**src/rtl/adder_pkg.sv**
```systemverilog
// Shared definitions for the multi-cycle arithmetic blocks: FSM encoding, slice width, counter sizing.
// Pure declarations: no latency, no flow control.
package adder_pkg;

    localparam int NIBBLE = 4;

    typedef enum logic [1:0] {
        IDLE = 2'd0,
        RUN  = 2'd1,
        DONE = 2'd2
    } state_e;

    // A single-slice operation still needs a 1-bit counter.
    function automatic int ctr_width(input int n);
        return (n > 1) ? $clog2(n) : 1;
    endfunction

endpackage

```
**src/rtl/ripple_adder.sv**
```systemverilog
// Combinational N-bit ripple-carry adder; index 0 is the carry-in end.
// Zero latency, no flow control.
module ripple_adder
    import adder_pkg::*;
#(
    parameter int N = NIBBLE
) (
    input  logic [N-1:0] a_i,
    input  logic [N-1:0] b_i,
    input  logic         cin_i,
    output logic [N-1:0] s_o,
    output logic         cout_o
);

    logic [N:0] c;

    assign c[0] = cin_i;

    for (genvar i = 0; i < N; i++) begin : g_bit
        assign s_o[i]   = a_i[i] ^ b_i[i] ^ c[i];
        assign c[i+1]   = (a_i[i] & b_i[i]) | (c[i] & (a_i[i] ^ b_i[i]));
    end

    assign cout_o = c[N];

endmodule

```
**src/rtl/nibble_serial_adder.sv**
```systemverilog
// WIDTH-bit adder run one 4-bit slice per cycle through a shared ripple_adder; latency WIDTH/4 cycles.
// in_ready only while idle; the result holds in DONE until out_ready, so downstream stalls block new work.
module nibble_serial_adder
    import adder_pkg::*;
#(
    parameter int WIDTH = 16
) (
    input  logic             clk,
    input  logic             rst_n,
    input  logic             in_valid,
    output logic             in_ready,
    input  logic [WIDTH-1:0] a,
    input  logic [WIDTH-1:0] b,
    input  logic             cin,
    output logic             out_valid,
    input  logic             out_ready,
    output logic [WIDTH-1:0] sum,
    output logic             cout,
    output logic             busy
);

    localparam int NIB = WIDTH / NIBBLE;
    localparam int CW  = ctr_width(NIB);

    state_e            state_q,  state_d;
    logic [WIDTH-1:0]  a_sh_q,   a_sh_d;
    logic [WIDTH-1:0]  b_sh_q,   b_sh_d;
    logic [WIDTH-1:0]  sum_sh_q, sum_sh_d;
    logic              carry_q,  carry_d;
    logic [CW-1:0]     cnt_q,    cnt_d;

    logic [NIBBLE-1:0] nib_s;
    logic              nib_cout;

    ripple_adder #(
        .N      (NIBBLE)
    ) u_slice (
        .a_i    (a_sh_q[NIBBLE-1:0]),
        .b_i    (b_sh_q[NIBBLE-1:0]),
        .cin_i  (carry_q),
        .s_o    (nib_s),
        .cout_o (nib_cout)
    );

    always_ff @(posedge clk or negedge rst_n) begin
        if (!rst_n) begin
            state_q  <= IDLE;
            a_sh_q   <= '0;
            b_sh_q   <= '0;
            sum_sh_q <= '0;
            carry_q  <= 1'b0;
            cnt_q    <= '0;
        end else begin
            state_q  <= state_d;
            a_sh_q   <= a_sh_d;
            b_sh_q   <= b_sh_d;
            sum_sh_q <= sum_sh_d;
            carry_q  <= carry_d;
            cnt_q    <= cnt_d;
        end
    end

    always_comb begin
        state_d  = state_q;
        a_sh_d   = a_sh_q;
        b_sh_d   = b_sh_q;
        sum_sh_d = sum_sh_q;
        carry_d  = carry_q;
        cnt_d    = cnt_q;

        case (state_q)
            IDLE: begin
                if (in_valid) begin
                    a_sh_d   = a;
                    b_sh_d   = b;
                    carry_d  = cin;
                    sum_sh_d = '0;
                    cnt_d    = '0;
                    state_d  = RUN;
                end
            end
            RUN: begin
                a_sh_d   = a_sh_q >> NIBBLE;
                b_sh_d   = b_sh_q >> NIBBLE;
                // Each new slice lands at the top; after NIB shifts slice 0 sits at the LSB.
                sum_sh_d = (sum_sh_q >> NIBBLE) | (WIDTH'(nib_s) << (WIDTH - NIBBLE));
                carry_d  = nib_cout;
                cnt_d    = cnt_q + CW'(1);
                if (cnt_q == CW'(NIB - 1)) begin
                    state_d = DONE;
                end
            end
            DONE: begin
                if (out_ready) begin
                    state_d = IDLE;
                end
            end
            default: begin
                state_d = IDLE;
            end
        endcase
    end

    // Partial sums never leak: sum/cout read zero except while the result is valid.
    assign in_ready  = (state_q == IDLE);
    assign out_valid = (state_q == DONE);
    assign busy      = (state_q != IDLE);
    assign sum       = out_valid ? sum_sh_q : '0;
    assign cout      = out_valid & carry_q;

endmodule
```
**config.mk**
```make
export PLATFORM = sky130hd
export DESIGN_NAME = nibble_serial_adder
export DESIGN_NICKNAME = d
export VERILOG_FILES = /design/src/rtl/adder_pkg.sv /design/src/rtl/ripple_adder.sv /design/src/rtl/nibble_serial_adder.sv
export SDC_FILE = /design/constraint.sdc
export NUM_CORES = 1
export LEC_CHECK = 0
export BUFFER_PORTS_ARGS = -buffer_cell sky130_fd_sc_hd__buf_2
export CELL_PAD_IN_SITES_DETAIL_PLACEMENT = 1
export CELL_PAD_IN_SITES_GLOBAL_PLACEMENT = 1
export CORE_MARGIN = 2
export CORE_UTILIZATION = 38
export CTS_CLUSTER_SIZE = 12
export DETAILED_ROUTE_END_ITERATION = 10
export PLACE_DENSITY_LB_ADDON = 0.1
export SLEW_MARGIN = 20
export SYNTH_ARGS = -nofsm -noshare
export SYNTH_HDL_FRONTEND = slang
export SYNTH_HIERARCHICAL = 1
export SYNTH_SLANG_ARGS = --single-unit
export TNS_END_PERCENT = 20
```
**constraint.sdc**
```tcl
create_clock -name clk -period 2.3 [get_ports clk]
set_clock_uncertainty 0.1 [all_clocks]
set_input_delay 0.345 -clock clk [delete_from_list [all_inputs] [get_ports clk]]
set_output_delay 0.345 -clock clk [all_outputs]
set_load 0.02 [all_outputs]
```
[Word level (Yosys, flattened, before mapping)]
Cells that the tools add are included.
Storage, ports and cells
  word-level logic and storage cells: 55
  bits in registers: 53
Cells by class
  reductions and logical operators: 5
  add/sub/neg operators: 1
  muxes and demuxes: 15
  eq/ne operators: 6
  bitwise gates (word level): 22
Operators by type and width (count)
  $pmux W16 S2: 3
  $mux W16: 4
  $or A12 B16 Y16: 1
  $and A1 B1 Y1: 9
  $mux W2: 4
  $xor A1 B1 Y1: 8
  $pmux W2 S3: 1
  $eq A2 B2 Y1 const B: 2
  $ne A2 B2 Y1 const B: 2
  $or A1 B1 Y1: 4
  $pmux W2 S2: 1
  $reduce_bool A2 Y1: 2
  $reduce_and A3 Y1: 1
  $add A2 B1 Y2 const B: 1
  $eq A2 B1 Y1 const B: 1
  $logic_not A2 Y1: 1
  $ne A2 B1 Y1 const B: 1
  $pmux W1 S2: 1
  $reduce_and A2 Y1: 1
  $mux W1: 1

[Depth between registers and ports, before layout]
Gate-level depths: netlist of the first run.
  depth in word-level cells: 10
  mapped depth: 9
  depth with buffers taken out: 9

[By module]
Netlist of the first run, hierarchy kept.
By module, submodules not included
  nibble_serial_adder: area each 2538.7 um^2, sequential area each 1326.3 um^2, instances 1, cells each 224
  ripple_adder: area each 117.6 um^2, sequential area each 0.0 um^2, instances 1, cells each 14

[Least setup slack after synthesis of the first run]
OpenSTA, ideal clock, no wires.
  path kind: register to register
  from: reg a_sh_q[0]
  to: reg sum_sh_q[15]
  path buffers: 0
  arrival: 2.005 ns
  stages on the path, launching flop included: 10
  library setup time: 0.065 ns
  clock period less this slack: 2.171 ns
  slack: 0.129 ns
  path through: dfrtp_1 fa_1 inv_1 fa_1 inv_1 fa_1 inv_1 fa_1 inv_1 a22o_1
On the way
  word-level cells in the longest chain between the ends: 10
  elaborated cells between the ends (all ways): 11
  classes of those cells: 1 x mux; 10 x bitwise
Ends and longest elaborated chain
  start, declared: line nibble_serial_adder.sv:26  | logic [WIDTH-1:0] a_sh_q, a_sh_d;
  start signal, assigned: line nibble_serial_adder.sv:55  | a_sh_q <= a_sh_d;
  $xor A1 B1 Y1: line ripple_adder.sv:21  | assign c[i+1] = (a_i[i] & b_i[i]) | (c[i] & (a_i[i] ^ b_i[i]));
  $and A1 B1 Y1: line ripple_adder.sv:21
  $or A1 B1 Y1 *: line ripple_adder.sv:21
  $and A1 B1 Y1 *: line ripple_adder.sv:21
  $or A1 B1 Y1 *: line ripple_adder.sv:21
  $and A1 B1 Y1 *: line ripple_adder.sv:21
  $or A1 B1 Y1 *: line ripple_adder.sv:21
  $xor A1 B1 Y1 *: line ripple_adder.sv:20  | assign s_o[i] = a_i[i] ^ b_i[i] ^ c[i];
  named net nib_s[3]: line nibble_serial_adder.sv:32  | logic [NIBBLE-1:0] nib_s;
  $or A12 B16 Y16 *: line nibble_serial_adder.sv:86  | sum_sh_d = (sum_sh_q >> NIBBLE) | (WIDTH'(nib_s) << (WIDTH - NIBBLE));
  $pmux W16 S2 *: line nibble_serial_adder.sv:71  | case (state_q)
  end signal, assigned: line nibble_serial_adder.sv:57  | sum_sh_q <= sum_sh_d;
  end, declared: line nibble_serial_adder.sv:28  | logic [WIDTH-1:0] sum_sh_q, sum_sh_d;
Mark *: on every way through the listed nets, which the timed path passes. The rest lies on a longest branch.
A chain may end at the register's enable or synchronous reset.

[Worst setup path in the final report of the first run]
  from: reg carry_q
  to: reg sum_sh_q[15]
On the way
  word-level cells in the longest chain between the ends: 9
Ends and longest elaborated chain
  start, declared: line nibble_serial_adder.sv:29  | logic carry_q, carry_d;
  start signal, assigned: line nibble_serial_adder.sv:58  | carry_q <= carry_d;
  $and A1 B1 Y1: line ripple_adder.sv:21
  $or A1 B1 Y1: line ripple_adder.sv:21
  $and A1 B1 Y1: line ripple_adder.sv:21
  $or A1 B1 Y1: line ripple_adder.sv:21
  $and A1 B1 Y1: line ripple_adder.sv:21
  $or A1 B1 Y1: line ripple_adder.sv:21
  $xor A1 B1 Y1: line ripple_adder.sv:20
  named net nib_s[3]: line nibble_serial_adder.sv:32
  $or A12 B16 Y16: line nibble_serial_adder.sv:86
  $pmux W16 S2: line nibble_serial_adder.sv:71
The timed path passes the listed nets, and every way through them passes these cells.

==> flow_summary_export.csv, run 1 <==
group,metric,value,unit
placement,dp_slack,0.0216,ns
timing,tightest_slew,0.528,ns
floorplanning,initial_utilization,0.391,
critical_path,slowest_stage,"fa_1",
hold_path,hold_class,"in -> reg",
timing,rsz0062_at_grt,"true",
timing,max_slew_margin,0.648,
critical_path,criticalPathCategory,"reg -> reg",
timing,max_freq,0.445,GHz
timing,period_share,0.976,
critical_path,max_stage_delay,0.49,ns
flow_run,max_cap_viol_count,0,
yosys,ys_types,26,
yosys,synth_top_area_frac,0.499,
detailed_routing,viasPerCell,5.18,
critical_path,crit_required,2.40,ns
critical_path,rrSetupSlack,0.05,ns
power_and_ir_drop,peakVddDrop,474,uV
critical_path,critPathTopFamily,"adder cells",
detailed_routing,routed_wl,6.25,mm
floorplanning,dieArea,0.00767,sq mm
yosys,yosysTopAreaCell,"dfrtp_1",
floorplanning,rows,30,
critical_path,path_max_fanout,3,
final_layout,utilization,0.462,
placement,hpwlAfterDp,4.53,mm
final_layout,drive_gt1_frac,0.318,
timing,maxSlewViolCount,0,
floorplanning,ios,57,
critical_path,reg2reg_from,"carry_q$_DFFE_PN0P_",
cts,cts.sinks,53,
critical_path,path_depth,9,
placement,place_congestion,0.732,
yosys,synth_area_per_cell,11.2,sq um
timing,tns,0,ns
final_layout,fin_nets,337,
critical_path,startpoint,"carry_q$_DFFE_PN0P_",
cts,clock-root-buffer,"clkbuf_8",
detailed_routing,wl_per_cell,16.0,um
placement,placed_cell_area,0.00302,sq mm
cts,cts_tree,"yes",
outcome,status,"finished clean",
grt,grt_pass1_vias,2012,
detailed_routing,drc,0,
grt,grt_usage,0.174,
timing,setup_viol,0,
final_layout,area_growth,18.3,%
final_layout,regArea,0.00133,sq mm
cts,insertion_delay,0.30,ns
detailed_routing,vias,2029,
yosys,postSynthCellCount,238,
critical_path,crit_end,"sum_sh_q[15]$_DFFE_PN0P_",
grt,antenna_found_initial,0,
grt,grt_pass1_wl,10.4,mm
cts,cts_buffers,5,
yosys,synth_area,0.00266,sq mm
yosys,synth_warnings,6,
final_layout,fillers,762,
critical_path,worstPathArrival,2.34,ns
detailed_routing,drtIter0Drc,161,
cts,htreeDepth,2,
cts,clk_pin_slew_worst_paths,0.09,ns
placement,portBuffers,56,
grt,grt_max_degree,33,
critical_path,cp_cell_sequence,"fa_2, inv_2, fa_2, inv_2, fa_2, inv_2, fa_1, inv_1, a22o_1",
final_layout,multi_input_area,0.00105,sq mm
yosys,netlist_top_cells_area,"dfrtp_1 50%, a222oi_1 6.8%, a22o_1 5.9%",
detailed_routing,dr.pass1.iters,5,
timing,postLayoutSetupSlackWorst,0.0547,ns
critical_path,crit_buf_inv,4,
critical_path,reg2reg_depth,9,
final_layout,diodes,0,
timing,hold_violations,0,
timing,fin_crit,2.25,ns
power_and_ir_drop,cellPowerDensity,1300,mW/mm^2
yosys,synth_seq_cells,53,
critical_path,r2r-end,"sum_sh_q[15]$_DFFE_PN0P_",
floorplanning,fp.dieW,87.6,um
critical_path,end_kind,"flop",
floorplanning,coreArea,0.00679,sq mm
critical_path,startpoint_type,"flop",
cts,clockBufferDepth,2,
yosys,seq_area_frac_synth,0.499,
floorplanning,die_y,87.6,um
final_layout,design_area,0.00314,sq mm
yosys,syn-num-nets,280,
grt,grt.overflow.total,0,
power_and_ir_drop,p_leak,1.54,nW
detailed_routing,ant_nets,0,
[area by class of cell]
class	count	area share
inverters	38	0.0454
multi-input cells	125	0.336
clock buffers	6	0.0231
clock inverters	2	0.00319
well taps	96	0.0382
repair buffers	72	0.132
flip-flops and latches	53	0.422
[metrics by stage]
| step | total power, mW | std cells | hold WS (ns) |
|---|---|---|---|
| 3_5_place_dp | 3.54 | 380 | 0.252 |
| 2_1_floorplan | 3.05 | 238 | -0.0506 |
| 6_report | 4.08 | 392 | 0.248 |
| 4_1_cts | 4.07 | 390 | 0.247 |
| 3_3_place_gp | 3.46 | 380 | 0.252 |
| 5_1_grt | 4.43 | 392 | 0.254 |
[cells in the final DEF (no fill, tap or decap), types with 2 or more instances in the layout]
cell type	instances
clkinv_2	2
nand2b_1	3
buf_2	56
dfrtp_1	53
buf_4	14
nor2b_1	19
inv_1	34
clkbuf_8	5
or4b_1	7
inv_2	4
o221ai_1	8
a22o_1	18
fa_2	3
o221a_2	7
nand2_1	8
nand3b_1	8
a222oi_1	18
and2_1	17
[worst min path at each step]
stage	from	endpoint	slack [ns]	cells past startpoint
floorplan	rst_n	a_sh_q[0]$_DFFE_PN0P_	-0.05	0
global placement	rst_n	sum_sh_q[6]$_DFFE_PN0P_	0.25	1
detailed placement	rst_n	sum_sh_q[6]$_DFFE_PN0P_	0.25	1
CTS	b[11]	b_sh_q[11]$_DFFE_PN0P_	0.25	3
global route	a[7]	a_sh_q[7]$_DFFE_PN0P_	0.25	3
finish	b[10]	b_sh_q[10]$_DFFE_PN0P_	0.25	3
[routing by layer]
metal,global-route usage,vias up,share of wire
li1,-,958,-
met1,0.237,1009,0.46
met3,0.0226,5,0.042
met2,0.298,57,0.49
met4,0.0420,0,0.0093
met5,0,-,0
[power by group]
| group | leakage (nW) | switching (mW) | internal, mW |
|---|---|---|---|
| Sequential | 0.653 | 0.284 | 1.38 |
| Combinational | 0.842 | 0.999 | 0.901 |
| Clock | 0.0450 | 0.302 | 0.212 |
[kinds of logic after synthesis]
kind of cell / Yosys count / synth area share
simple gates: 65 / 0.160
fa+ha+maj: 5 / 0.0349
mux: 1 / 0.00377
flops: 53 / 0.499
buf+inv: 60 / 0.106
compound gates: 54 / 0.196
[Yosys cell counts]
master and number:
a21oi_1 1, a222oi_1 18, a22o_1 18, and2_1 17, and2b_1 1, buf_2 7
buf_4 3, buf_6 5, clkbuf_1 7, dfrtp_1 53, fa_1 4, ha_1 1
inv_1 37, inv_2 1, mux2i_1 1, nand2_1 8, nand2b_1 3, nand3b_1 8
nor2b_1 19, o21ba_1 1, o21bai_4 1, o221a_2 7, o221ai_1 8, or2_1 1
or2_2 1, or4b_1 7
[what timing repair did]
item	4_1_cts	5_1_grt
hold buffers	1	0
gates resized for setup	0	6
setup endpoints to repair	1	2
setup buffers	1	2
gates cloned	0	0
pin swaps	0	3
endpoints found under the hold margin	21	0
[state kept, by name (all words and copies together), names as in the netlist]
| signal | count |
|---|---|
| a_sh_q | 16 |
| b_sh_q | 16 |
| sum_sh_q | 16 |
| cnt_q | 2 |
| state_q | 2 |
| carry_q | 1 |
[worst min-delay path, stage by stage]
cell,delay [ns]
buf_2,0.10
nor2b_1,0.10
a222oi_1,0.07
No activity file was read; power rests on OpenSTA's default activity.
==> run 2, diff against run 1 <==
Settings changed: REMOVE_ABC_BUFFERS from default to 1.
==> run 2 against run 1 <==
Clock power is 27% higher; global-route usage shrank 0.99 points; clock-buffer cell count grew 1; register-to-register slack improved by 0.02 ns; worst hold slack worse by 0.013 ns; cell area fell by 0.36%; fmax rose by 0.96%; first-iteration DRC count grew 12%; non-clock buffer count decreased by 6; core utilization is 0.17 points lower; via count shrank 3.1%; sequential share of layout area grew 0.15 points; largest power group unchanged.
==> flow_summary_export.csv, run 2 (same netlist as run 1, synthesis figures left out) <==
group,metric,value,unit
outcome,status,"finished clean",
critical_path,startpoint,"b_sh_q[0]$_DFFE_PN0P_",
grt,antenna_found_initial,0,
final_layout,fillers,764,
critical_path,crit_end,"sum_sh_q[15]$_DFFE_PN0P_",
cts,cts.sinks,53,
floorplanning,fp.dieW,87.6,um
final_layout,design_area,0.00313,sq mm
critical_path,rrSetupSlack,0.08,ns
cts,clock-root-buffer,"clkbuf_8",
floorplanning,ios,57,
grt,grt.overflow.total,0,
timing,max_slew_margin,0.438,
final_layout,diodes,0,
floorplanning,initial_utilization,0.391,
detailed_routing,wl_met1,2.77,mm
final_layout,fin_nets,331,
placement,portBuffers,56,
timing,hold_violations,0,
detailed_routing,highest_layer,"met4",
cts,htreeDepth,2,
cts,clk_pin_slew_worst_paths,0.09,ns
grt,grt_max_degree,38,
cts,cts_tree,"yes",
detailed_routing,ant_nets,0,
floorplanning,coreArea,0.00679,sq mm
detailed_routing,vias,1966,
power_and_ir_drop,netSwitchingPower,1.55,mW
timing,setup_viol,0,
final_layout,layout_commonest_cell,"buf_2",
placement,placed_cell_area,0.00299,sq mm
critical_path,worstPathArrival,2.37,ns
detailed_routing,wl_per_cell,15.2,um
timing,rsz0062_at_grt,"true",
grt,grt_pass1_vias,2000,
power_and_ir_drop,power_frac_comb,0.441,
final_layout,area_growth,17.9,%
grt,grt_usage,0.165,
final_layout,final_cell_mix,"56 x buf_2, 53 x dfrtp_1, 34 x inv_1",
critical_path,criticalPathCategory,"reg -> reg",
hold_path,hold_class,"in -> reg",
power_and_ir_drop,peakVddDrop,414,uV
detailed_routing,dr.pass1.iters,9,
timing,tns,0,ns
power_and_ir_drop,swShare,0.374,
critical_path,path_max_fanout,2,
critical_path,crit_required,2.44,ns
timing,fin_crit,2.22,ns
power_and_ir_drop,p_leak,1.52,nW
detailed_routing,drc,0,
timing,period_share,0.967,
detailed_routing,drtIter0Drc,180,
flow_run,max_cap_viol_count,0,
grt,grt_pass1_wl,10.0,mm
critical_path,reg2reg_depth,9,
cts,cts_buffers,5,
placement,place_congestion,0.706,
critical_path,startpoint_type,"flop",
detailed_routing,met3_length,303,um
power_and_ir_drop,p_seq_frac,0.401,
placement,hpwlAfterDp,3.99,mm
detailed_routing,viasPerCell,5.09,
final_layout,drive_gt1_frac,0.303,
critical_path,reg2reg_from,"b_sh_q[0]$_DFFE_PN0P_",
power_and_ir_drop,p_clk_frac,0.158,
timing,maxSlewViolCount,0,
power_and_ir_drop,cellPowerDensity,1320,mW/mm^2
detailed_routing,wl_met2,2.77,mm
floorplanning,die_y,87.6,um
critical_path,end_kind,"flop",
final_layout,largest_registers,"a_sh_q: 16 flops, b_sh_q: 16 flops, sum_sh_q: 16 flops",
timing,max_freq,0.450,GHz
floorplanning,rows,30,
timing,tightest_slew,0.841,ns
detailed_routing,routed_wl,5.88,mm
cts,clockBufferDepth,2,
power_and_ir_drop,internal_power,2.59,mW
critical_path,r2r-end,"sum_sh_q[15]$_DFFE_PN0P_",
cts,insertion_delay,0.30,ns
floorplanning,dieArea,0.00767,sq mm
-- run 2: changes by cell type in the layout (fill, tap and decap cells not counted), sizes merged --
cell / change
buf: -6
clkinv: -2
clkbuf: +1
bufinv: +1
-- run 2: repair_timing --
item	4_1_cts	5_1_grt
hold buffers	1	0
buffers inserted	0	1
setup endpoints to repair	0	2
endpoints found under the hold margin	19	0
gates resized for setup	0	6
-- run 2: worst max-delay path, stage by stage (launching register included) --
cell,delay (ns)
dfrtp_1,0.41
fa_2,0.39
inv_2,0.07
fa_2,0.21
inv_2,0.04
fa_2,0.33
inv_2,0.06
fa_1,0.39
inv_1,0.06
a22o_1,0.11
-- run 2: worst min-delay path by stage --
| stage | slack (ns) | cells past startpoint | startpoint | end |
|---|---|---|---|---|
| 2_1_floorplan | -0.05 | 0 | rst_n | a_sh_q[0]$_DFFE_PN0P_ |
| 3_3_place_gp | 0.22 | 1 | rst_n | sum_sh_q[3]$_DFFE_PN0P_ |
| 3_5_place_dp | 0.23 | 1 | rst_n | sum_sh_q[3]$_DFFE_PN0P_ |
| 4_1_cts | 0.23 | 3 | out_ready | state_q[1]$_DFFE_PN0P_ |
| 5_1_grt | 0.25 | 3 | b[9] | b_sh_q[9]$_DFFE_PN0P_ |
| 6_report | 0.23 | 3 | out_ready | state_q[1]$_DFFE_PN0P_ |
-- run 2: power groups by stage --
stage / clock network [mW] / logic (mW) / registers (mW)
4_1_cts: 0.675 / 1.79 / 1.66
3_5_place_dp: 0 / 1.78 / 1.68
3_3_place_gp: 0 / 1.75 / 1.67
2_1_floorplan: 0 / 1.24 / 1.62
5_1_grt: 0.713 / 2.07 / 1.73
6_report: 0.654 / 1.83 / 1.66
-- run 2: through the flow --
| stage | cells | hold WS [ns] | total power [mW] | setup slack [ns] | util |
|---|---|---|---|---|---|
| 2_1_floorplan | 216 | -0.0506 | 2.86 | 0.120 | - |
| 3_3_place_gp | 376 | 0.225 | 3.41 | 0.0781 | 0.440 |
| 3_5_place_dp | 376 | 0.234 | 3.46 | 0.0213 | 0.440 |
| 4_1_cts | 385 | 0.234 | 4.12 | 0.000263 | 0.459 |
| 5_1_grt | 386 | 0.247 | 4.50 | -0.0299 | 0.461 |
| 6_report | 386 | 0.235 | 4.14 | 0.0761 | 0.461 |
-- run 2: per-layer routing --
metal | up-vias | global-route usage
li1 | 946 | -
met1 | 961 | 0.237
met3 | 5 | 0.0349
met4 | 0 | 0.0252
met5 | - | 0
met2 | 54 | 0.262
-- run 2: cell type report --
cell class | count | area, sq um | area share
Inverter | 38 | 143 | 0.0456
Clock inverter | 1 | 30.0 | 0.00959
Sequential cell | 53 | 1330 | 0.424
Timing Repair Buffer | 66 | 370 | 0.118
Multi-Input combinational cell | 125 | 1050 | 0.337
Clock buffer | 7 | 86.3 | 0.0276
Tap cell | 96 | 120 | 0.0384
==> run 3, diff against run 2 <==
Settings changed: CORE_ASPECT_RATIO from default to 0.5.
==> run 3 against run 2 <==
Via count is 1.7% higher; first-iteration DRC count is 2.8% higher; global-route usage is 0.38 points lower; clock power is 9.5% higher; register-to-register slack worse by 0.07 ns; non-clock buffer count stayed put; flip-flop and latch count stayed put; routed wire length is 3.3% higher; critical path type unchanged.
==> flow_summary_export.csv, run 3 (same netlist as run 1, synthesis figures left out) <==
group,metric,value,unit
outcome,status,"finished clean",
power_and_ir_drop,cellPowerDensity,1350,mW/mm^2
floorplanning,fp.dieW,122,um
floorplanning,initial_utilization,0.395,
final_layout,largest_registers,"a_sh_q: 16 flops, b_sh_q: 16 flops, sum_sh_q: 16 flops",
final_layout,layout_commonest_cell,"buf_2",
critical_path,crit_required,2.42,ns
floorplanning,die_y,63.1,um
final_layout,area_growth,17.9,%
detailed_routing,dr.pass1.iters,8,
timing,tns,0,ns
power_and_ir_drop,p_leak,1.53,nW
floorplanning,rows,21,
grt,grt.overflow.total,0,
final_layout,utilization,0.466,
timing,max_slew_margin,0.427,
timing,max_freq,0.435,GHz
floorplanning,coreArea,0.00673,sq mm
critical_path,r2r-end,"sum_sh_q[15]$_DFFE_PN0P_",
critical_path,criticalPathCategory,"reg -> reg",
final_layout,diodes,0,
cts,cts.sinks,53,
grt,antenna_found_initial,0,
critical_path,reg2reg_depth,9,
timing,rsz0062_at_grt,"true",
final_layout,fin_nets,331,
power_and_ir_drop,peakVddDrop,454,uV
grt,grt_usage,0.161,
critical_path,reg2reg_from,"b_sh_q[0]$_DFFE_PN0P_",
cts,insertion_delay,0.28,ns
placement,placed_cell_area,0.00296,sq mm
final_layout,drive_gt1_frac,0.307,
grt,grt_pass1_wl,9.75,mm
critical_path,rrSetupSlack,0.002,ns
critical_path,max_stage_delay,0.42,ns
floorplanning,dieArea,0.00772,sq mm
cts,cts_tree,"yes",
detailed_routing,met3_length,354,um
cts,clock-root-buffer,"clkbuf_16",
timing,hold_violations,0,
detailed_routing,ant_nets,0,
grt,grt_pass1_vias,1938,
detailed_routing,drtIter0Drc,185,
cts,htreeDepth,2,
power_and_ir_drop,finalPower,4.24,mW
detailed_routing,wl_met1,3.06,mm
cts,clockBufferDepth,2,
hold_path,hold_class,"in -> async",
detailed_routing,wl_per_cell,15.9,um
detailed_routing,viasPerCell,5.23,
detailed_routing,vias,1999,
placement,place_congestion,0.739,
timing,fin_crit,2.30,ns
detailed_routing,wl_met2,2.63,mm
timing,period_share,0.999,
critical_path,slowest_stage,"fa_1",
flow_run,max_cap_viol_count,0,
grt,grt_max_degree,54,
cts,cts_hold_buf,0,
final_layout,final_cell_mix,"56 x buf_2, 53 x dfrtp_1, 34 x inv_1",
critical_path,startpoint_type,"flop",
critical_path,cp_cell_sequence,"fa_2, inv_2, fa_2, inv_2, fa_2, inv_2, fa_1, inv_1, a22o_1",
detailed_routing,drc,0,
floorplanning,ios,57,
timing,hold_slack,0.0787,ns
critical_path,worstPathArrival,2.42,ns
final_layout,design_area,0.00313,sq mm
critical_path,path_max_fanout,2,
cts,cts_buffers,5,
placement,portBuffers,56,
detailed_routing,routed_wl,6.08,mm
timing,tightest_slew,0.857,ns
critical_path,critPathTopFamily,"adder cells",
timing,maxSlewViolCount,0,
cts,clk_pin_slew_worst_paths,0.07,ns
placement,hpwlAfterDp,4.09,mm
timing,setup_viol,0,
critical_path,end_kind,"flop",
critical_path,crit_buf_inv,4,
detailed_routing,highest_layer,"met4",
## run 3: changes by cell type in the layout (fill, tap and decap cells not counted)
cell / delta
clkbuf_8: -6
clkbuf_16: +5
buf_4: +2
clkinv_2: +2
buf_12: -1
bufinv_16: -1
dlygate4sd3_1: -1
## run 3: final cells by class
type	instances	area [sq um]
Multi-Input combinational cell	125	1050
Tap cell	92	115
Clock inverter	2	10.0
Clock buffer	6	129
Inverter	38	143
Fill cell	774	3590
Sequential cell	53	1330
Timing Repair Buffer	66	355
## run 3: where the power goes
part	total [mW]	internal [mW]	switching, mW
logic	1.88	0.856	1.02
registers	1.65	1.38	0.264
clock network	0.716	0.400	0.315
## run 3: worst max-delay path by stage
| stage | start | to | slack, ns | cells after the start |
|---|---|---|---|---|
| CTS | a_sh_q[0]$_DFFE_PN0P_ | sum_sh_q[15]$_DFFE_PN0P_ | 0.03 | 9 |
| global route | b_sh_q[0]$_DFFE_PN0P_ | sum_sh_q[15]$_DFFE_PN0P_ | -0.11 | 9 |
| global placement | a_sh_q[0]$_DFFE_PN0P_ | sum_sh_q[15]$_DFFE_PN0P_ | 0.08 | 9 |
| detailed placement | a_sh_q[0]$_DFFE_PN0P_ | sum_sh_q[15]$_DFFE_PN0P_ | 0.02 | 9 |
| finish | b_sh_q[0]$_DFFE_PN0P_ | sum_sh_q[15]$_DFFE_PN0P_ | 0.002 | 9 |
| floorplan | state_q[1]$_DFFE_PN0P_ | cout | 0.12 | 2 |
## run 3: what timing repair did
| item | CTS | global route |
|---|---|---|
| buffers inserted | 1 | 2 |
| pin swaps | 0 | 3 |
| gates resized for setup | 1 | 5 |
| endpoints found under the setup margin | 1 | 1 |
## run 3: stage by stage
stage	worst slack, ns	instances
floorplan	0.120	216
global placement	0.0772	371
detailed placement	0.0150	371
CTS	0.0309	380
global route	-0.113	382
finish	0.00209	382
## run 3: per-layer routing
| metal | GRT usage | up-vias |
|---|---|---|
| li1 | - | 942 |
| met1 | 0.238 | 992 |
| met5 | 0 | - |
| met3 | 0.0408 | 5 |
| met4 | 0.0345 | 0 |
| met2 | 0.237 | 60 |
